===== config.mk =====
export PLATFORM = sky130hd
export DESIGN_NAME = pwm_ctrl
export DESIGN_NICKNAME = d
export VERILOG_FILES = /design/src/rtl/pwm_ctrl.sv
export SDC_FILE = /design/constraint.sdc
export NUM_CORES = 1
export LEC_CHECK = 0
export CORE_MARGIN = 2
export CORE_UTILIZATION = 49
export CTS_BUF_LIST = sky130_fd_sc_hd__clkbuf_8
export CTS_CLUSTER_SIZE = 24
export DETAILED_ROUTE_END_ITERATION = 10
export MAX_ROUTING_LAYER = met4
export PLACE_DENSITY = 0.86
export SLEW_MARGIN = 20
export SYNTH_ARGS = -nofsm -noshare
export SYNTH_HDL_FRONTEND = slang
export SYNTH_SLANG_ARGS = --single-unit

===== constraint.sdc =====
create_clock -name clock -period 2.2 [get_ports clock]
set_input_delay 0.44 -clock clock [delete_from_list [all_inputs] [get_ports clock]]
set_output_delay 0.44 -clock clock [all_outputs]
set_load 0.02 [all_outputs]

===== src/rtl/pwm_ctrl.sv =====
// ---------------------------------------------------------------------------
// pwm_ctrl : two-channel PWM generator fed from an I2C register file.
//
// Ports
//   clock             system clock (the divided clock shared with the I2C slave)
//   reset_n           asynchronous active-low reset, released synchronously
//   registers_packed  register file contents:
//                       [7:0]   CTRL  : bit0 EN0, bit1 EN1, bit2 INV0,
//                                       bit3 INV1, bits[7:4] PRESC
//                       [15:8]  TOP   : last value of the period counter
//                       [23:16] DUTY0 : channel 0 compare value
//                       [31:24] DUTY1 : channel 1 compare value
//   pwm               registered PWM outputs, bit n = channel n
//   period_tick       one-clock pulse on the edge where the counter wraps to 0
//   cnt_out           current period counter value
//
// TOP and DUTYn are shadowed and only picked up when the counter wraps, so
// register writes in the middle of a period can never glitch an output.
// EN and INV are used live. NUM_CH and CNT_W are fixed at 2 and 8 by the
// register map layout.
// ---------------------------------------------------------------------------
module pwm_ctrl #(
    parameter int NUM_CH = 2,
    parameter int CNT_W  = 8
) (
    input  logic              clock,
    input  logic              reset_n,
    input  logic [31:0]       registers_packed,
    output logic [NUM_CH-1:0] pwm,
    output logic              period_tick,
    output logic [CNT_W-1:0]  cnt_out
);

    // Live register fields
    logic [NUM_CH-1:0] ctrl_en;
    logic [NUM_CH-1:0] ctrl_inv;
    logic [3:0]        ctrl_presc;
    logic [CNT_W-1:0]  reg_top;
    logic [CNT_W-1:0]  reg_duty [NUM_CH];

    assign ctrl_en    = registers_packed[NUM_CH-1:0];
    assign ctrl_inv   = registers_packed[2 +: NUM_CH];
    assign ctrl_presc = registers_packed[7:4];
    assign reg_top    = registers_packed[8 +: CNT_W];

    always_comb begin
        for (int n = 0; n < NUM_CH; n++) begin
            reg_duty[n] = registers_packed[16 + 8*n +: CNT_W];
        end
    end

    // State
    logic [3:0]        presc_q;      // prescaler count, 0..presc_s_q
    logic [3:0]        presc_s_q;    // PRESC latched at each prescaler wrap
    logic [CNT_W-1:0]  cnt_q;        // period counter
    logic [CNT_W-1:0]  top_s_q;      // shadow TOP
    logic [CNT_W-1:0]  duty_s_q [NUM_CH];
    logic [NUM_CH-1:0] pwm_q;
    logic              period_tick_q;

    logic              any_en;
    logic              tick;
    logic              wrap;
    logic [NUM_CH-1:0] raw;

    assign any_en = |ctrl_en;
    assign tick   = (presc_q == presc_s_q);
    // ">=" rather than "==" so the counter can never run past TOP_s even if
    // the shadow were ever below the count.
    assign wrap   = tick && (cnt_q >= top_s_q);

    // DUTY = 0 never matches, DUTY > TOP always matches: 0% and 100% fall
    // out of the plain unsigned compare with no special cases.
    always_comb begin
        raw = '0;
        for (int n = 0; n < NUM_CH; n++) begin
            raw[n] = (cnt_q < duty_s_q[n]);
        end
    end

    always_ff @(posedge clock or negedge reset_n) begin
        if (!reset_n) begin
            presc_q       <= '0;
            presc_s_q     <= '0;
            cnt_q         <= '0;
            top_s_q       <= '0;
            for (int n = 0; n < NUM_CH; n++) begin
                duty_s_q[n] <= '0;
            end
            pwm_q         <= '0;
            period_tick_q <= 1'b0;
        end else begin
            // Output stage uses the counter value present before this edge.
            pwm_q <= (raw & ctrl_en) ^ ctrl_inv;

            if (!any_en) begin
                // Idle: hold counters at 0 and track the registers every
                // clock so enabling starts from the current values.
                presc_q       <= '0;
                presc_s_q     <= ctrl_presc;
                cnt_q         <= '0;
                top_s_q       <= reg_top;
                for (int n = 0; n < NUM_CH; n++) begin
                    duty_s_q[n] <= reg_duty[n];
                end
                period_tick_q <= 1'b0;
            end else begin
                period_tick_q <= wrap;
                if (tick) begin
                    presc_q   <= '0;
                    presc_s_q <= ctrl_presc;
                    if (wrap) begin
                        cnt_q   <= '0;
                        top_s_q <= reg_top;
                        for (int n = 0; n < NUM_CH; n++) begin
                            duty_s_q[n] <= reg_duty[n];
                        end
                    end else begin
                        cnt_q <= cnt_q + 1'b1;
                    end
                end else begin
                    presc_q <= presc_q + 1'b1;
                end
            end
        end
    end

    assign pwm         = pwm_q;
    assign period_tick = period_tick_q;
    assign cnt_out     = cnt_q;

endmodule

==> out/metrics.yaml <==
power:
  vdd.ir_drop.worst_mv: 0.615
  p_switching_uw: 861
  p_leak_nw: 1.61
  power_frac_comb_pct: 36.4
  intPower_mw: 1.80
  seq_power_share_pct: 39.9
  sw_frac_of_total_pct: 32.4
  p_total_mw: 2.66
  clkPwrFrac_pct: 23.7
  p_per_area_nw_per_um2: 818
synth:
  synth_area_sq_um: 2540
  syn_inst: 220
  synth.avg_cell_area_sq_um: 11.5
  synth-seq-cells: 43
  ys_warn_count: 0
  ys_seq_area_share_pct: 42.4
  synth.distinct_cells: 36
  syn_nets: 278
finish:
  stdcell_area_sq_um: 3250
  multiInputGateArea_sq_um: 1320
  fin_util_pct: 64.5
  area_growth_pct: 28.3
  drive_above_1_share_pct: 20.8
  antenna_cells: 0
  instances_no_fill: 353
  regArea_sq_um: 1080
  n_fill_cell: 400
  finalNetCount: 340
detailed_routing:
  route.detailed.drc: 0
  dr.first_iter.drc_count: 62
  route.vias.total: 1828
  ant_nets: 0
  wirelength_um: 5290
  via_per_inst: 5.18
  first_pass_iters: 4
  wire_per_inst_um: 15.0
die:
  core_sq_um: 5040
  rows: 26
  ioPinCount: 45
  die_w_um: 75.9
  dieArea_sq_um: 5770
  die_y_um: 75.9
  start_util_pct: 50.3
clocking:
  cts.clk_slew.worst_paths_ns: 0.08
  cts_max_level: 2
  cts_buffers: 5
  cts_resized: 0
  root_buffer: "clkbuf_8"
  clk_latency_ns: 0.30
  cts_hold_buf: 0
  cts_max_path_buffers: 2
  cts.sinks: 43
  postCtsSetupRepairBufs: 0
  cts_tree: "yes"
place:
  placed_cell_area_sq_um: 3130
  hpwl_um: 3990
  place.detailed.instances: 345
  gp_congestion: 0.807
  portBuffers: 44
timing:
  rsz0062_at_grt: "no"
  max_slew_margin_pct: 59.9
  slew_violations: 0
  finalCriticalPeriod_ns: 2.10
  max_freq_mhz: 475
  fin_hold_ws_ns: 0.141
  worst_pin_slew_ns: 0.602
  fin_crit_sh_pct: 95.6
  skew_ns: 0.0117
  setup_viol: 0
  hold_viol: 0
grt:
  overflow: 0
  grt_max_degree: 28
  grt_pass1_vias: 1901
  groute.usage.overall_pct: 20.4
  grt_pass1_wl_um: 9110
  antenna_found_initial: 0
critical_path:
  cpPeakStageDelay_ns: 0.41
  path_cells: "inv_1 > ha_1 > nand2b_4 > a2111oi_4 > o31a_4 > o22ai_4 > buf_12 > mux2_4"
  cp_top_family: "compound AO/OA/AOI/OAI gates"
  slowest_stage: "dfrtp_2"
  reg2reg_slack_ns: 0.1
  path_buf_inv: 2
  critical_path_class: "reg -> reg"
  critPathLaunchType: "flip-flop"
  cp-end-kind: "flip-flop"
  crit_fanout: 24
  worstPathArrival_ns: 2.28
  required_ns: 2.38
min_path:
  holdCritPathClass: "in -> async"
flow_run:
  maxCapViolations: 0
run_status:
  outcome: "complete, no violations"
## per-layer routing
layer	routed length [um]	up-vias	track usage, %
met2	2750	41	34.6
li1	-	883	-
met1	2300	899	24.8
met4	42	0	4.00
met3	192	5	5.36
met5	0	-	-
## synth_stat cells
library cell | n | area share, %
buf_2 | 1 | 0.20
a2111oi_4 | 1 | 1.1
buf_6 | 1 | 0.44
dfrtp_1 | 43 | 42
a41oi_1 | 1 | 0.35
nand2b_4 | 1 | 0.54
xnor2_1 | 11 | 3.8
nand4_1 | 6 | 1.5
a2111oi_0 | 2 | 0.69
nand4_2 | 1 | 0.49
and2_1 | 1 | 0.25
buf_12 | 2 | 1.6
ha_1 | 24 | 12
o22ai_4 | 1 | 0.79
nor3_1 | 2 | 0.39
nand3_1 | 8 | 1.6
nor3b_2 | 2 | 0.99
inv_1 | 24 | 3.6
nand2_1 | 18 | 2.7
mux2_4 | 24 | 14
o21ai_1 | 1 | 0.20
nand2b_1 | 2 | 0.49
a41o_1 | 1 | 0.39
o21ai_0 | 4 | 0.79
nand3b_1 | 2 | 0.59
xor2_1 | 1 | 0.35
nor2_1 | 13 | 1.9
or2_2 | 2 | 0.49
o211a_1 | 2 | 0.79
a21oi_1 | 9 | 1.8
and4_1 | 1 | 0.35
nor2b_1 | 3 | 0.74
o21a_1 | 1 | 0.30
a21o_1 | 1 | 0.30
o31a_4 | 1 | 0.69
and3_1 | 2 | 0.49
## metrics by stage
stage / setup slack [ns] / setup TNS (ns)
after detailed placement: -0.0601 / -0.252
after CTS: 0.0918 / 0
after global routing: 0.00636 / 0
after global placement: -0.0139 / -0.0139
final: 0.0961 / 0
after floorplan: 0.0611 / 0
## power by group through the flow
stage / Clock (mW) / Sequential, mW / Combinational (mW)
after floorplan: 0 / 1.09 / 0.629
after global placement: 0 / 1.07 / 0.912
after detailed placement: 0 / 1.07 / 0.952
after CTS: 0.646 / 1.06 / 0.968
after global routing: 0.680 / 1.08 / 1.09
final: 0.632 / 1.06 / 0.969
## worst register-to-register path, stage by stage (launching register included)
cell and delay [ns]:
dfrtp_2 0.41, inv_1 0.08, ha_1 0.23, nand2b_4 0.15, a2111oi_4 0.35, o31a_4 0.20
o22ai_4 0.08, buf_12 0.18, mux2_4 0.32
## cell type report
class	instances	share of cell area (%)
Clock buffer	6	2.54
Clock inverter	2	1.08
Inverter	24	2.77
Multi-Input combinational cell	149	40.6
Sequential cell	43	33.1
Tap cell	70	2.69
Timing Repair Buffer	59	17.2
## sequential cells by signal, indices dropped and copies added (netlist names)
register     cells
pwm              2
period_tick      1
top_s_q          8
presc_s_q        4
presc_q          4
duty_s_q        16
cnt_out          8
## cells by family (layout without fill, tap and decap cells)
kind of cell | Yosys count | after routing | synth area share, %
fa+ha+maj | 24 | 24 | 11.8
simple gates | 64 | 64 | 13.5
mux | 24 | 24 | 14.2
compound gates | 25 | 25 | 8.14
flops | 43 | 43 | 42.4
buf+inv | 28 | 91 | 5.77
xor+xnor | 12 | 12 | 4.14
## cell usage in the layout, fill, tap and decap left out, drive strengths merged, types with 7 or more instances in the layout
master,synthesis,routed
mux2,24,24
nand4,7,7
xnor2,11,11
nor2,13,13
nand2,18,18
a21oi,9,9
dfrtp,43,43
inv,24,24
nand3,8,8
buf,4,16
clkdlybuf4s50,0,43
ha,24,24
## path summary, 6_finish.rpt
path                                         start                       to  cells after the start
setup / recovery            cnt_out[0]$_DFFE_PN0P_  duty_s_q[1]$_DFFE_PN0P_                      8
hold / removal                             reset_n   top_s_q[1]$_DFFE_PN0P_                      1
setup reg to reg            cnt_out[0]$_DFFE_PN0P_  duty_s_q[1]$_DFFE_PN0P_                      8
hold reg to reg            duty_s_q[2]$_DFFE_PN0P_  duty_s_q[2]$_DFFE_PN0P_                      1
max in group asynchronous                  reset_n  duty_s_q[5]$_DFFE_PN0P_                      2
min in group clock         duty_s_q[2]$_DFFE_PN0P_  duty_s_q[2]$_DFFE_PN0P_                      1
Power figures use the tool's default switching activity.
